--- src/rtl/stack_exec_unit.sv ---
`default_nettype none
// ============================================================================
//  Module   : stack_exec_unit
//  Brief    : Executes decoded WASM stack instructions against an external
//             operand stack: validates depth, computes the result
//             (iterative multiply) and issues one push/pop strobe per op.
//  Revision : 1.0 - initial release
// ============================================================================
module stack_exec_unit #(
  parameter int WIDTH = 32,
  parameter int DEPTH = 16,
  parameter int DW    = 4
) (
  input  logic               clk,
  input  logic               rst_n,
  input  logic               in_valid,
  output logic               in_ready,
  input  logic [7:0]         in_opcode,
  input  logic [WIDTH-1:0]   in_imm,
  input  logic [3*WIDTH-1:0] pop_window,
  output logic               push_num,
  output logic [1:0]         pop_num,
  output logic [WIDTH-1:0]   push_data,
  output logic [DW-1:0]      depth,
  output logic               trap,
  output logic [1:0]         trap_code
);

  localparam int CW = $clog2(WIDTH + 1);

  typedef enum logic [1:0] {
    S_IDLE = 2'd0,
    S_MUL  = 2'd1,
    S_EXEC = 2'd2,
    S_TRAP = 2'd3
  } state_t;

  // Opcode table lookup: {legal, push, pops[1:0]}
  function automatic logic [3:0] decode(input logic [7:0] op);
    case (op)
      8'h41:                         decode = 4'b1100;
      8'h1A:                         decode = 4'b1001;
      8'h1B:                         decode = 4'b1111;
      8'h45:                         decode = 4'b1101;
      8'h46, 8'h6A, 8'h6B, 8'h6C,
      8'h71, 8'h72, 8'h73:           decode = 4'b1110;
      default:                       decode = 4'b0000;
    endcase
  endfunction

  state_t           state_q, state_d;
  logic [7:0]       opcode_q;
  logic [WIDTH-1:0] imm_q, top_q, second_q, third_q;
  logic [WIDTH-1:0] acc_q, mcand_q, mplier_q;
  logic [CW-1:0]    cnt_q;
  logic [DW-1:0]    depth_q;
  logic             trap_q;
  logic [1:0]       trap_code_q;

  logic [3:0]       w_dec, w_exec_dec;
  logic             w_hs;
  logic [DW:0]      w_depth_ext, w_pops_ext, w_push_ext;
  logic [1:0]       w_fail_code;
  logic [WIDTH-1:0] w_result;

  assign w_dec       = decode(in_opcode);
  assign w_exec_dec  = decode(opcode_q);
  assign w_hs        = in_valid && (state_q == S_IDLE);
  assign w_depth_ext = {1'b0, depth_q};
  assign w_pops_ext  = (DW+1)'(w_dec[1:0]);
  assign w_push_ext  = (DW+1)'(w_dec[2]);

  // Admission checks in priority order; depth math widened so depth+1 cannot wrap
  always_comb begin
    w_fail_code = 2'd0;
    if (!w_dec[3]) begin
      w_fail_code = 2'd3;
    end else if (w_depth_ext < w_pops_ext) begin
      w_fail_code = 2'd1;
    end else if ((w_depth_ext - w_pops_ext + w_push_ext) > (DW+1)'(DEPTH - 1)) begin
      w_fail_code = 2'd2;
    end
  end

  // Next-state selection
  always_comb begin
    state_d = state_q;
    case (state_q)
      S_IDLE: begin
        if (w_hs) begin
          if (w_fail_code != 2'd0)    state_d = S_TRAP;
          else if (in_opcode == 8'h6C) state_d = S_MUL;
          else                         state_d = S_EXEC;
        end
      end
      S_MUL:   if (cnt_q == CW'(WIDTH - 1)) state_d = S_EXEC;
      S_EXEC:  state_d = S_IDLE;
      default: state_d = S_TRAP;
    endcase
  end

  // State register; reset aborts any in-flight instruction
  always_ff @(posedge clk or negedge rst_n) begin
    if (!rst_n) state_q <= S_IDLE;
    else        state_q <= state_d;
  end

  // Operand capture, shift-add multiplier, depth tracking and sticky trap
  always_ff @(posedge clk or negedge rst_n) begin
    if (!rst_n) begin
      opcode_q    <= 8'd0;
      imm_q       <= '0;
      top_q       <= '0;
      second_q    <= '0;
      third_q     <= '0;
      acc_q       <= '0;
      mcand_q     <= '0;
      mplier_q    <= '0;
      cnt_q       <= '0;
      depth_q     <= '0;
      trap_q      <= 1'b0;
      trap_code_q <= 2'd0;
    end else begin
      case (state_q)
        S_IDLE: begin
          if (w_hs) begin
            opcode_q <= in_opcode;
            imm_q    <= in_imm;
            top_q    <= pop_window[WIDTH-1:0];
            second_q <= pop_window[2*WIDTH-1:WIDTH];
            third_q  <= pop_window[3*WIDTH-1:2*WIDTH];
            acc_q    <= '0;
            mcand_q  <= pop_window[2*WIDTH-1:WIDTH];
            mplier_q <= pop_window[WIDTH-1:0];
            cnt_q    <= '0;
            if (w_fail_code != 2'd0) begin
              trap_q      <= 1'b1;
              trap_code_q <= w_fail_code;
            end
          end
        end
        S_MUL: begin
          acc_q    <= acc_q + (mplier_q[0] ? mcand_q : '0);
          mcand_q  <= mcand_q << 1;
          mplier_q <= mplier_q >> 1;
          cnt_q    <= cnt_q + CW'(1);
        end
        S_EXEC: begin
          depth_q <= depth_q - DW'(w_exec_dec[1:0]) + DW'(w_exec_dec[2]);
        end
        default: ;
      endcase
    end
  end

  // Result of the latched instruction, consumed only during EXEC
  always_comb begin
    w_result = '0;
    case (opcode_q)
      8'h41:   w_result = imm_q;
      8'h1B:   w_result = (top_q != '0) ? third_q : second_q;
      8'h45:   w_result = {{(WIDTH-1){1'b0}}, (top_q == '0)};
      8'h46:   w_result = {{(WIDTH-1){1'b0}}, (second_q == top_q)};
      8'h6A:   w_result = second_q + top_q;
      8'h6B:   w_result = second_q - top_q;
      8'h6C:   w_result = acc_q;
      8'h71:   w_result = second_q & top_q;
      8'h72:   w_result = second_q | top_q;
      8'h73:   w_result = second_q ^ top_q;
      default: w_result = '0;
    endcase
  end

  // Stack strobes exist only in EXEC; data is forced to zero without a push
  always_comb begin
    in_ready  = (state_q == S_IDLE);
    push_num  = (state_q == S_EXEC) && w_exec_dec[2];
    pop_num   = (state_q == S_EXEC) ? w_exec_dec[1:0] : 2'd0;
    push_data = push_num ? w_result : '0;
    depth     = depth_q;
    trap      = trap_q;
    trap_code = trap_code_q;
  end

endmodule
`default_nettype wire
--- config.mk ---
export PLATFORM = sky130hd
export DESIGN_NAME = stack_exec_unit
export DESIGN_NICKNAME = d
export VERILOG_FILES = /design/src/rtl/stack_exec_unit.sv
export SDC_FILE = /design/constraint.sdc
export NUM_CORES = 1
export LEC_CHECK = 0
export BUFFER_PORTS_ARGS = -buffer_cell sky130_fd_sc_hd__buf_4
export CAP_MARGIN = 20
export CORE_UTILIZATION = 60
export DETAILED_ROUTE_END_ITERATION = 16
export GPL_TIMING_DRIVEN = 0
export PLACE_DENSITY = 0.84
export SLEW_MARGIN = 20
export SYNTH_ARGS = -nofsm -noshare
export SYNTH_HDL_FRONTEND = slang
export SYNTH_SLANG_ARGS = --single-unit
--- constraint.sdc ---
create_clock -name clk -period 4.2 [get_ports clk]
set_input_delay 0.63 -clock clk [delete_from_list [all_inputs] [get_ports clk]]
set_output_delay 0.63 -clock clk [all_outputs]
set_load 0.02 [all_outputs]
---- Word level (Yosys, flattened, before mapping) ----
Index checks and enable logic that the tools add are counted.
storage, ports and cells
  register bits ........................... 247
  input bits .............................. 139
operators by class
  add/subtract/negate cells ............... 8
  magnitude comparators ................... 2
  eq/ne operators ......................... 28
  multiplexer cells ....................... 23
  bitwise operators ....................... 3
  reduce and logical (&&, ||, !) cells .... 13
operator list
  kind                                                                    number
  32-bit one-hot mux with 10 select lines                                 1
  32-bit two-way mux                                                      6
  32-bit one-hot mux with 2 select lines                                  3
  8-bit by 7-bit equality test with 1-bit output (second input constant)  18
  32-bit adder                                                            2
  32-bit AND                                                              1
  32-bit equality test                                                    1
  8-bit by 5-bit equality test with 1-bit output (second input constant)  4
  32-bit logical NOT                                                      1
  32-bit bitwise OR                                                       1
  32-bit nonzero test                                                     1
  32-bit subtractor                                                       1
  32-bit bitwise XOR                                                      1
  4-bit one-hot mux with 5 select lines                                   1
  2-bit two-way mux                                                       8
  3-bit one-hot mux with 5 select lines                                   1
  7-bit OR reduction                                                      2
  6-bit one-hot mux with 2 select lines                                   1
  6-bit by 1-bit adder with 6-bit output (second input constant)          1
  6-bit by 5-bit equality test with 1-bit output (second input constant)  1
  6-bit two-way mux                                                       1
  2-bit one-hot mux with 3 select lines                                   1
  2-bit AND reduction                                                     3
  5-bit by 1-bit adder with 5-bit output                                  1
  other kinds (13)                                                        15

---- Logic depth before layout (Yosys ltp) ----
  depth after elaboration ................. 13
  depth in mapped cells ................... 21
  gate-level depth less buffers ........... 21

---- Worst setup path before layout ----
OpenSTA, ideal clock, no wires.
  path type ............................... input to register
  start point ............................. input in_opcode[5]
  end point ............................... register state_q[1]
  setup time .............................. 131 ps
  data arrival time ....................... 3,743 ps
  data required time ...................... 4,069 ps
  setup slack ............................. 325 ps
  stages .................................. 19
  buffers on the path ..................... 0
  cell sequence ........................... nand2b_1 -> or4b_2 -> a21boi_0 -> a21oi_1 -> and2_1 -> ha_1 -> inv_1 -> ha_1 -> inv_1 -> fa_1 -> nor2_1 -> nor2_1 -> o22ai_1 -> a21oi_1 -> xnor2_1 -> nand2b_1 -> o21ai_1 -> nor4b_1 -> a21oi_1
between the ends
  word-level cells in the longest chain between the ends .. 13
ends and longest elaborated chain
  element                                                            line    RTL
  start: declaration                                                 18      input logic [7:0] in_opcode,
  8-bit by 7-bit equality test with 1-bit output (on tied branches)  40, 92
  7-bit OR reduction                                                 40      case (op)
  4-bit one-hot mux with 5 select lines                              40
  4-bit by 2-bit subtractor with 5-bit output                        80      end else if ((w_depth_ext - w_pops_ext + w_push_ext) > (DW+1)'(DEPTH - 1)) begin
  5-bit by 1-bit adder with 5-bit output                             80
  5-bit by 4-bit > comparator with 1-bit output                      80
  2-bit two-way mux                                                  80
  2-bit two-way mux                                                  78      end else if (w_depth_ext < w_pops_ext) begin
  2-bit two-way mux                                                  76      if (!w_dec[3]) begin
  2-bit nonzero test                                                 91      if (w_fail_code != 2'd0) state_d = S_TRAP;
  2-bit two-way mux *                                                91
  2-bit two-way mux *                                                90      if (w_hs) begin
  2-bit one-hot mux with 3 select lines *                            88      case (state_q)
  end signal: assignment                                             105     else state_q <= state_d;
  end: declaration                                                   51      state_t state_q, state_d;
Mark *: on every way between the ends. The rest lies on a longest branch, timed or not. The select of a mux whose other input is x is not followed.
A chain may end at the register's enable or synchronous reset.

---- Worst setup path after layout ----
  start point ............................. register top_q[9]
  end point ............................... output push_data[31]
between the ends
  word-level cells in the longest chain between the ends .. 4
ends and longest elaborated chain
  element                                                                    line  RTL
  start: declaration                                                         53    logic [WIDTH-1:0] imm_q, top_q, second_q, third_q;
  start signal: assignment                                                   129   top_q <= pop_window[WIDTH-1:0];
  parallel branches: the longest is 2 deep, another holds 32-bit subtractor  --
  32-bit one-hot mux with 10 select lines *                                  159   case (opcode_q)
  32-bit two-way mux *                                                       179   push_data = push_num ? w_result : '0;
  end: declaration                                                           23    output logic [WIDTH-1:0] push_data,
Every way passes the cells marked *.

==> summary.md <==
| Metric | Value |
|---|---|
| Drt initial violations | between 2000 and 2500 |
| Worst EP arrival | 4.08 ns |
| Worst-Skew Late Latency | around 0.60 ns |
| Die ar. | around 31000 um^2 |
| Worst Clk Skew | between 0.03 and 0.04 ns |
| CP most frequent cell | buf_4 |
| CTS H-tree depth | 1 |
| Mapped Avg Cell Area | a little over 9 um^2 |
| Drt pass-1 iters | 9 |
| Max Fclk | 0.212 GHz |
| Internal | ~10 mW |
| Slowest cell on crit path | nor4_1 |
| CTS sink count | 247 |
| Syn_nets | 2250 |
| Power Density | about 900 nW/um^2 |
| WL/cell | around 28 um |
| Netlist cell types | 87 |
| Cell Area, Synth | 17900 um^2 |
| CTS tree | yes |
| CTS Buffer Depth | 3 |
| Worst-Margin Slew | about 1.1 ns |
| Worst EP required | ~3.6 ns |
| Top FF cell, synth | dfrtp_1 |
| Failing checks | setup timing |
| Worst Hold Class | input port to register |
| Worst setup margin | -0.507 ns |
| Die width | between 150 and 200 um |
| Fin cells | roughly 2700 |
| CP max stage delay | roughly 0.76 ns |
| Die height | around 170 um |
| RSZ-0062 raised after global routing | true |
| Worst setup EP type | output port |
| Gate Count Post-Synth | roughly 2000 |
| Gr ovfl total | 0 |
| GP Congestion | ~1.1 |
| Vias | around 19000 |
| Psw | 10.0 mW |
| CP Launch Type | register |
| Max rail drop VDD | 611 uV |
| Post-route clock period utilization | 1.12 |
| Clock power share | 0.125 |
| #FFs+latches synth | around 250 |
| CP max FO | 3 |
| Logic gate share of total power | 0.633 |
| Status | complete, but fails checks |
| Critical path, cell by cell | buf_4 > nor4_1 > nand4_1 > buf_4 > nor2_4 > buf_4 > mux2i_1 > o21ai_0 > a211oi_1 > o311a_1 > o31a_1 > a211oi_2 > buf_4 |
| Placed instance count | between 2000 and 3000 |
| Utilization after layout | 0.783 |
| Final setup vio count | 34 |
| Layout cells sized above 1 | 0.310 |
| Max-Cap Viols | 0 |
| Placed cell area | approximately 20000 um^2 |
| Clk pin slew, worst setup/hold paths | about 0.06 ns |
| Slew Limit Fails | 0 |
| # diodes | 0 |
| # nets final | ~2600 |
| ANT nets after route | 0 |
| Post-synth ARST share | 1.00 |
| Final hold vios | 0 |
| Global-route wire length before repair | between 100000 and 150000 um |
| Sw Ratio | 0.491 |
| Post-Route WL | about 75000 um |
| Overall Power | about 20 mW |
| Register area share after synthesis | 0.345 |
| Reg power frac | 0.242 |
| Setup TNS Final | -10.99 ns |
| Port bufs | about 180 |
| Vias in the first global route | about 18000 |
| Design area | ~23000 um^2 |
| Rel. slew slack | 0.273 |
| Largest net degree at the start of global routing | 102 |
| Vias per cell | 6.95 |
| Post-DP HPWL | between 50000 and 60000 um |
| Delay-heaviest family, CP | simple AND/OR/NAND/NOR gates |
| EDFF count, synth | 0 |
| Ports | ~180 |
| Kind of critical path | register to output port |
| Clk root buf | clkbuf_16 |
| Area Overhead vs Synth | 26.9% |
| DRC | 0 |
| Core area | between 20000 and 30000 um^2 |
| Total track usage | 0.467 |
| Antenna violations before repair | 1 |
| Post-route minimum period | between 4 and 5 ns |
| FP Rows | 62 |
| P_leak | about 10 nW |
| CTS Buf Count | 28 |
| Initial Util | 0.617 |
| Buf/Inv on CP | 4 |
| Yosys warning total | 0 |
==> power groups by stage <==
stage               logic (mW)  clock network, mW  registers [mW]
floorplan                 6.87                  0            4.21
CTS                       11.4               2.54            4.75
finish                    12.9               2.56            4.95
global placement          9.17                  0            4.72
detailed placement        9.40                  0            4.80
global route              13.6               2.62            4.96
==> through the flow <==
stage / hold slack [ns] / setup WS, ns
floorplan: 0.334 / 0.325
detailed placement: 0.458 / -0.818
global placement: 0.451 / -0.815
finish: 0.275 / -0.507
CTS: 0.272 / -0.224
global route: 0.282 / -0.424
==> timing repair <==
| item | 4_1_cts | 5_1_grt |
|---|---|---|
| gates resized for setup | 195 | 134 |
| hold buffers | 1 | 0 |
| pin swaps | 48 | 61 |
| setup buffers | 70 | 39 |
| hold endpoints to repair | 48 | 0 |
| setup endpoints to repair | 38 | 36 |
==> sequential cells by signal (all words and copies together), names as in the netlist, 4 cells and up <==
signal / cells
cnt_q: 6
depth: 4
imm_q: 32
mplier_q: 32
top_q: 32
opcode_q: 8
mcand_q: 32
second_q: 32
acc_q: 32
third_q: 32
==> synthesized netlist by cell type (all sizes together), types with 19 or more instances <==
cell type,count,area (um^2)
mux2,152,1710
a21o,24,180
mux2i,87,871
a221o,19,190
o21ai,177,890
and2,40,250
dfrtp,247,6180
o21bai,21,158
nand2,182,683
ha,142,1780
buf,25,106
nor3,24,120
nand3,22,110
inv,133,499
a21oi,129,653
a221oi,29,254
xnor2,31,272
nor2,113,424
clkbuf,86,323
==> layer usage <==
metal | wire length (um) | share of wire | vias up | track usage
li1 | - | - | 7701 | -
met1 | 26800 | 0.36 | 8889 | 0.585
met2 | 32500 | 0.43 | 1566 | 0.714
met3 | 10300 | 0.14 | 435 | 0.129
met4 | 5680 | 0.075 | 2 | 0.292
met5 | 10 | 0.00013 | - | 0
==> worst reg2reg max path, cell delays in order (launching register included) <==
cell       delay [ns]
dfrtp_1          0.57
clkbuf_2         0.32
and2_1           0.17
ha_1             0.31
nor2_2           0.38
o311ai_1         0.19
a311oi_2         0.29
buf_4            0.18
o21ai_1          0.14
o21a_1           0.30
o41a_1           0.45
o21ai_2          0.24
o2111ai_2        0.24
mux2i_1          0.24
o211ai_1         0.12
==> kinds of logic (layout without fill, tap and decap cells) <==
| family | Yosys count | in the layout | synth area share |
|---|---|---|---|
| AO/OA/AOI/OAI | 561 | 561 | 0.206 |
| AND/OR/NAND/NOR | 485 | 485 | 0.129 |
| flip-flops | 247 | 247 | 0.345 |
| buffers and inverters | 244 | 573 | 0.0518 |
| multiplexers | 239 | 239 | 0.144 |
| adder cells (fa/ha/maj) | 147 | 147 | 0.105 |
| XOR/XNOR | 41 | 41 | 0.0200 |
==> cell usage in the layout (no fill, tap or decap), types with 10 or more instances in the layout <==
cell       synthesis  final
a21o_1            24     24
a21oi_1          127    103
a21oi_2            2     22
a221o_1           19     19
a221oi_1          29     26
a22oi_1           15     15
and2_1            39     36
buf_1             15     11
buf_2             10     11
buf_4              0    274
buf_6              0     16
clkbuf_1          86     55
clkbuf_16          0     28
clkbuf_2           0     12
dfrtp_1          247    221
dfrtp_2            0     26
ha_1             142    117
ha_2               0     10
ha_4               0     15
inv_1            133    119
inv_2              0     12
mux2_2           152    151
mux2i_1           87     86
nand2_1          182    179
nand2b_1          18     18
nand3_1           22     22
nand4_1           10     10
nor2_1           113    106
nor2b_1           18     15
nor3_1            24     17
nor4_1            14     10
o211ai_1          17     17
o21ai_0          171    157
o21ai_1            5     11
o21bai_1          21     18
o22ai_1           12     11
xnor2_1           31     30
xor2_1            10     10
==> final cells by class <==
| type | instances | area [um^2] |
|---|---|---|
| inverters | 133 | 505 |
| flip-flops and latches | 247 | 6210 |
| multi-input cells | 1473 | 11700 |
| plain buffers | 99 | 519 |
| clock inverters | 8 | 120 |
| fillers | 1861 | 6290 |
| well taps | 384 | 480 |
| clock buffers | 42 | 823 |
| repair buffers | 291 | 2320 |
==> worst paths after layout <==
kind	start	endpoint	slack [ns]	cells after the start
min in group asynchronous	rst_n	state_q[1]$_DFFE_PN0P_	0.53	2
setup reg to reg	mplier_q[0]$_DFFE_PN0P_	acc_q[31]$_DFFE_PN0P_	-0.06	14
hold / removal	in_imm[8]	imm_q[8]$_DFFE_PN0P_	0.28	2
max in group asynchronous	rst_n	third_q[19]$_DFFE_PN0P_	2.76	3
hold reg to reg	trap$_DFFE_PN0P_	trap$_DFFE_PN0P_	0.48	1
setup / recovery	top_q[9]$_DFFE_PN0P_	push_data[31]	-0.51	13
Power figures use the tool's default switching activity.
